--- config.mk ---
export PLATFORM = sky130hd
export DESIGN_NAME = reaction_game_ctrl
export DESIGN_NICKNAME = d
export VERILOG_FILES = /design/src/rtl/reaction_game_ctrl.sv
export SDC_FILE = /design/constraint.sdc
export NUM_CORES = 1
export LEC_CHECK = 0
export CAP_MARGIN = 10
export CORE_AREA = 5 5 85 95
export DETAILED_ROUTE_END_ITERATION = 6
export DIE_AREA = 0 0 90 100
export GPL_TIMING_DRIVEN = 1
export PLACE_DENSITY = 0.74
export SLEW_MARGIN = 20
export SYNTH_ARGS = -nofsm -noshare
export SYNTH_HDL_FRONTEND = slang
export SYNTH_SLANG_ARGS = --single-unit
--- constraint.sdc ---
create_clock -name clk -period 2.2 [get_ports clk]
set_input_delay 0.33 -clock clk [delete_from_list [all_inputs] [get_ports clk]]
set_output_delay 0.33 -clock clk [all_outputs]
set_load 0.02 [all_outputs]
--- src/rtl/reaction_game_ctrl.sv ---
// Reaction-timer round sequencer: random ARM delay, LED stimulus, tick-based
// latency measurement, false-start/timeout detection and best-score tracking.
module reaction_game_ctrl #(
  parameter int TICK_DIV       = 1000,
  parameter int TIME_W         = 8,
  parameter int DELAY_MIN      = 500,
  parameter int DELAY_RND_BITS = 8
) (
  input  logic              clk,
  input  logic              rst_n,
  input  logic              ena,
  input  logic              start,
  input  logic              button,
  output logic              led_on,
  output logic [TIME_W-1:0] time_out,
  output logic [TIME_W-1:0] best_out,
  output logic [2:0]        state_out,
  output logic              false_start,
  output logic              timeout,
  output logic              done
);

  localparam int DLY_MAX = DELAY_MIN + (2 ** DELAY_RND_BITS) - 1;
  localparam int DLY_W   = $clog2(DLY_MAX + 1) + 1;
  localparam int PRE_W   = $clog2(TICK_DIV);

  typedef enum logic [2:0] {
    S_IDLE   = 3'd0,
    S_ARM    = 3'd1,
    S_LIT    = 3'd2,
    S_RESULT = 3'd3,
    S_FAULT  = 3'd4
  } state_t;

  state_t            r_state;
  logic              r_sync1, r_sync2, r_sync_d;
  logic [7:0]        r_lfsr;
  logic [PRE_W-1:0]  r_presc;
  logic [DLY_W-1:0]  r_delay;
  logic [TIME_W-1:0] r_react;
  logic              r_led;
  logic [TIME_W-1:0] r_time;
  logic [TIME_W-1:0] r_best;
  logic              r_fs, r_to, r_done;

  logic             w_tick;
  logic             w_btn_rise;
  logic             w_lfsr_fb;
  logic [DLY_W-1:0] w_delay_load;

  assign w_tick       = (r_presc == PRE_W'(TICK_DIV - 1));
  assign w_btn_rise   = r_sync2 & ~r_sync_d;
  assign w_lfsr_fb    = r_lfsr[7] ^ r_lfsr[5] ^ r_lfsr[4] ^ r_lfsr[3];
  assign w_delay_load = DLY_W'(DELAY_MIN) + DLY_W'(r_lfsr[DELAY_RND_BITS-1:0]);

  always_ff @(posedge clk or negedge rst_n) begin
    if (!rst_n) begin
      r_state  <= S_IDLE;
      r_sync1  <= 1'b0;
      r_sync2  <= 1'b0;
      r_sync_d <= 1'b0;
      r_lfsr   <= 8'hA5;
      r_presc  <= '0;
      r_delay  <= '0;
      r_react  <= '0;
      r_led    <= 1'b0;
      r_time   <= '0;
      r_best   <= '1;
      r_fs     <= 1'b0;
      r_to     <= 1'b0;
      r_done   <= 1'b0;
    end else begin
      // The synchronizer keeps sampling while the tile is disabled; only the
      // edge-detect flop freezes, so a press held across ena=0 is still seen.
      r_sync1 <= button;
      r_sync2 <= r_sync1;
      r_done  <= 1'b0;
      if (ena) begin
        r_sync_d <= r_sync2;
        r_lfsr   <= {r_lfsr[6:0], w_lfsr_fb};
        r_presc  <= w_tick ? '0 : r_presc + PRE_W'(1);
        case (r_state)
          S_IDLE, S_RESULT, S_FAULT: begin
            if (start) begin
              r_state <= S_ARM;
              r_presc <= '0;
              r_delay <= w_delay_load;
              r_fs    <= 1'b0;
              r_to    <= 1'b0;
            end
          end
          S_ARM: begin
            if (w_btn_rise) begin
              r_state <= S_FAULT;
              r_fs    <= 1'b1;
              r_time  <= '0;
              r_done  <= 1'b1;
            end else if (w_tick) begin
              if (r_delay == '0) begin
                r_state <= S_LIT;
                r_led   <= 1'b1;
                r_react <= '0;
                r_presc <= '0;
              end else begin
                r_delay <= r_delay - DLY_W'(1);
              end
            end
          end
          S_LIT: begin
            // A press in the saturating cycle still counts as a valid result.
            if (w_btn_rise) begin
              r_state <= S_RESULT;
              r_led   <= 1'b0;
              r_time  <= r_react;
              r_done  <= 1'b1;
              if (r_react < r_best) r_best <= r_react;
            end else if (w_tick) begin
              if (&r_react) begin
                r_state <= S_RESULT;
                r_led   <= 1'b0;
                r_time  <= '1;
                r_to    <= 1'b1;
                r_done  <= 1'b1;
              end else begin
                r_react <= r_react + TIME_W'(1);
              end
            end
          end
          default: r_state <= S_IDLE;
        endcase
      end
    end
  end

  assign led_on      = r_led;
  assign time_out    = r_time;
  assign best_out    = r_best;
  assign state_out   = r_state;
  assign false_start = r_fs;
  assign timeout     = r_to;
  assign done        = r_done;

endmodule

# After elaboration in Yosys (flattened, before gate mapping)
# Index checks and enable logic that the tools add are counted.
dict set report classes {
  addsub 4
  n_reduce_logical 15
  bitwise 5
  muxes 51
  n_lt_le_gt_ge 1
  n_eq_ne 19
}
# op n
set ops {}
lappend ops {{$mux W8} 10}
lappend ops {{$mux W10} 5}
lappend ops {{$mux W11} 4}
lappend ops {{$pmux W8 S2} 2}
lappend ops {{$pmux W11 S2} 1}
lappend ops {{$mux W3} 7}
lappend ops {{$ne A2 B2 Y1 const B} 10}
lappend ops {{$pmux W10 S2} 1}
lappend ops {{$reduce_and A6 Y1} 3}
lappend ops {{$mux W1} 16}
lappend ops {{$reduce_and A8 Y1} 2}
lappend ops {{$ne A3 B3 Y1 const B} 4}
lappend ops {{$logic_not A11 Y1} 1}
lappend ops {{$sub A11 B1 Y11 const B} 1}
lappend ops {{$add A10 B1 Y10 const B} 1}
lappend ops {{$add A9 B8 Y10 const A} 1}
lappend ops {{$eq A10 B10 Y1 const B} 1}
lappend ops {{$pmux W3 S3} 1}
lappend ops {{$add A8 B1 Y8 const B} 1}
lappend ops {{$lt A8 B8 Y1} 1}
lappend ops {{$pmux W1 S2} 4}
lappend ops {{$reduce_and A4 Y1} 2}
lappend ops {{$reduce_and A7 Y1} 1}
lappend ops {{$eq A3 B2 Y1 const B} 2}
lappend ops {{9 further kinds} 13}
dict set report totals {
  reg_bits 63
  elab_cells 109
  in_bits 5
  out_inout_bits 23
}

# Logic depth before layout (Yosys ltp)
dict set report depth {
  ltp_word 6
  ltp_mapped 8
  ltp_nobuf 7
}

# Worst setup path after synthesis
# Ideal clock, no wire load.
dict set report synth_path {
  path_kind {flip-flop to flip-flop}
  start {register r_best[6], in the netlist best_out[6]}
  end {register r_best[0], in the netlist best_out[0]}
  t_required_ns 2.118
  setup_ns 0.082
  arrival_time_ns 2.141
  path_slack_ns -0.023
  path_stages_with_launch 7
  synth_period_minus_slack_ns 2.223
  path_buffers 0
  cell_sequence {dfstp_2 > inv_1 > ha_1 > and4_1 > a2111oi_0 > o211ai_1 > mux2_2}
}
dict set report synth_via {
  elab_chain_cells 2
}
# element line_no
set synth_rtl {}
lappend synth_rtl {{start, declared} 43} ;# logic [TIME_W-1:0] r_best;
lappend synth_rtl {{start signal, assigned} 116} ;# if (r_react < r_best) r_best <= r_react;
lappend synth_rtl {{$lt A8 B8 Y1} 116}
lappend synth_rtl {{$reduce_and A4 Y1 (no source line)} -}
# Every way passes these cells.
# A chain may end at the register's enable or synchronous reset.

# Worst setup path in the final report
dict set report layout_path {
  start {register r_best[6], in the netlist best_out[6]}
  end {register r_best[3], in the netlist best_out[3]}
}
# The elaborated chain is that of the path after synthesis.

==> results.md <==
- Die Y: 100 um
- CTS clk-pin slew, worst paths: ~0.070 ns
- Initial antenna violation count: 0
- Die area: 9000 um^2
- Layout Cells excl Fill: 510
- Area grow syn2layout: 21.78%
- CP Capture Type: register
- Internal power: around 0.0030 W
- Clock power share: a little over a fifth
- Max_cap viols: 0
- Slew HR: between 50% and 60%
- FFs w/ async S/R, synth: 100.0%
- DR vias: 3,034
- Synth cell types: just under 60
- First-pass GRT wire length: between 10 and 15 mm
- I/O Buffers: 27
- Max incr delay on CP: 0.54 ns
- EDFF count, synth: 0
- First-pass iteration count of the detailed router: 4
- Max rail drop VDD: 0.0007916 V
- Setup-failing EPs final: 0
- Syn_area_per_cell: between 9 and 10 um^2
- Share of cells above drive strength 1: a little over a fifth
- CTS tree: built
- Final hold vios: 0
- Synth top area share: a little over a third
- Fin crit period: 2.134 ns
- Seq pwr share: a little under two fifths
- Status: completed
- Congestion Overflow GR: 0
- Routed length per placed instance: 16.48 um
- DRT iter0 DRCs: 123
- Cells after synthesis: approximately 370
- Tightest Pin Transition: 0.6678 ns
- Num rows: 32
- Fin. max-slew vios: 0
- Largest net degree at the start of global routing: 33
- Final wirelength: around 8.4 mm
- Setup TNS: 0 ns
- Register area share after synthesis: around 45%
- Area of the core: between 6000 and 7000 um^2
- Ys Warns: 0
- H-tree depth: 3
- Kind of critical path: register to register
- Worst skew pair latency: roughly 0.34 ns
- PnR worst setup slack: 0.06559 ns
- Clk buf depth: 2
- Net Sw Frac: 37.75%
- # nets final: around 440
- Fin Hold WS: between 0.01 and 0.015 ns
- Fin crit share: between 90% and 100%
- Critical path's slowest cell: dfstp_2
- Post-Synthesis Net Count: slightly below 400
- RSZ-0062 raised after global routing: false
- Cells after DPL: roughly 500
- Primary FF master, synth: dfrtp_1
- Post-DRT Antenna Nets: 0
- Cts bufs inserted: 9
- Num ports: 28
- Yosys reg bits: 63
- Crit path required time: about 2.5 ns
- CTS Hold Bufs: 0
- Number of remaining DRC errors: 0
- Initial Util: around half
- Place WS: ~0.026 ns
- Clock tree sinks: 63
- Critical path peak fanout: 8
- Fill cells: approximately 570
- Root buffer cell: clkbuf_8
- Post-DR vias/cell: about 5.9
- Top cell type by total area after synthesis: dfrtp_1
- Max Freq: between 0.4 and 0.5 GHz
- Vias in the first global route: 2,979
- Chip width: approximately 90 um
- Top post-synthesis cells by area: dfrtp_1 (36%), dfstp_2 (8.8%), mux2_2 (5.7%), ha_1 (3.9%), nor2_1 (3.7%)
- Post-DP HPWL: between 6 and 7 mm
- Hold crit path type: primary input to async pin
- P_leak: around 1.8 nW
- PD cells: 1124 nW/um^2
- Most frequent cells after synthesis: dfrtp_1 (51), nor2_1 (35), o21ai_0 (25)
- Clock skew: between 0.009 and 0.01 ns
- Arr. time, crit path: 2.39 ns
- Mapped Area: roughly 3600 um^2
- Gpl congestion: around 0.88
- Number of diodes: 0
- Tot GR Track Use: around 19%
- Combinational share of power: 40.5%
- Worst-path cell chain: inv_1 > ha_1 > and4_1 > a2111oi_2 > o211ai_1 > buf_4 > mux2_2
- Count leader, synth: dfrtp_1
- Net switching power: approximately 0.0018 W
- Crit start category: register
-- layout by cell type (no fill, tap or decap), types with 3 or more instances in the layout --
master,n
a21oi_1,15
a2bb2oi_1,3
a31oi_1,7
and2_1,5
and3_1,4
buf_4,34
clkbuf_8,12
clkdlybuf4s50_1,26
dfrtp_1,51
dfstp_2,12
ha_1,11
inv_1,16
mux2_2,18
nand2_1,23
nand2b_1,7
nand3_1,19
nand4_1,6
nor2_1,35
nor2b_1,3
nor3_1,6
nor3b_1,3
nor4_1,3
nor4_4,3
o211ai_1,4
o21ai_0,25
o31ai_1,14
or3_1,3
xnor2_1,7
xor2_1,6
-- state kept, by name, summed over array words and instances, names as in the netlist --
register and count:
r_delay 11, r_presc 10, best_out 8, r_lfsr 8, r_react 8, time_out 8, state_out 3, done 1
false_start 1, led_on 1, r_sync1 1, r_sync2 1, r_sync_d 1, timeout 1
-- metrics by stage --
stage / cell area [um^2] / utilization (%) / power (W)
detailed placement: 4130 / 59.63 / 0.003873
finish: 4352 / 62.83 / 0.004893
global route: 4352 / 62.83 / 0.005232
global placement: 4130 / 59.63 / 0.003798
CTS: 4339 / 62.64 / 0.004924
floorplan: 3580 / - / 0.003151
-- layout make-up --
class / count / area, um^2 / share of cell area, %
Timing Repair Buffer: 62 / 540.5 / 12.42
Sequential cell: 63 / 1592 / 36.57
Clock buffer: 13 / 168.9 / 3.882
Inverter: 16 / 60.06 / 1.380
Clock inverter: 3 / 40.04 / 0.9201
Multi-Input combinational cell: 268 / 1844 / 42.38
Tap cell: 85 / 106.4 / 2.444
-- worst paths after layout --
check / start / endpoint / slack (ns) / depth (start not counted)
max: best_out[6] / best_out[3] / 0.07 / 7
min: rst_n / r_react[4] / 0.01 / 2
max reg2reg: best_out[6] / best_out[3] / 0.07 / 7
min reg2reg: r_sync1 / r_sync2 / 0.35 / 0
max in group asynchronous: rst_n / best_out[7] / 1.83 / 2
min in group clk: r_sync1 / r_sync2 / 0.35 / 0
-- power groups by stage --
stage	clock, W	sequential [W]	combinational, W
floorplan	0	0.00185	0.00131
global placement	0	0.00186	0.00194
detailed placement	0	0.00188	0.00199
CTS	0.00107	0.00186	0.00199
global route	0.00114	0.00191	0.00218
finish	0.00105	0.00187	0.00198
-- cells by family (layout without fill, tap and decap cells) --
| family | after synthesis | count (layout) | synth area share (%) |
|---|---|---|---|
| simple gates | 136 | 136 | 21.78 |
| buf+inv | 38 | 94 | 4.307 |
| flops | 63 | 63 | 44.54 |
| compound gates | 88 | 88 | 16.11 |
| fa+ha+maj | 11 | 11 | 3.851 |
| xor+xnor | 13 | 13 | 3.186 |
| mux | 20 | 20 | 6.232 |
-- repair_timing --
| action | in CTS | in global routing |
|---|---|---|
| setup endpoints to repair | 0 | 15 |
| setup buffers | 0 | 1 |
| resized for setup | 0 | 1 |
-- critical path: cells and delay by family, from the launching register on --
family,cells,cell delay (ns)
muxes,1,0.27
adders and majority gates,1,0.29
buffers and inverters,2,0.24
and+or+nand+nor,1,0.23
AOI/OAI and AO/OA,2,0.48
DFF,1,0.54
-- per-layer routing --
metal	part of all wire (%)	wire length, um	track usage [%]
met5	0	0	0
met4	2.0	166	7.560
met1	43	3607	23.87
met3	4.4	370	5.022
met2	51	4260	32.94
Note: power is estimated with default switching activity, not from simulation.
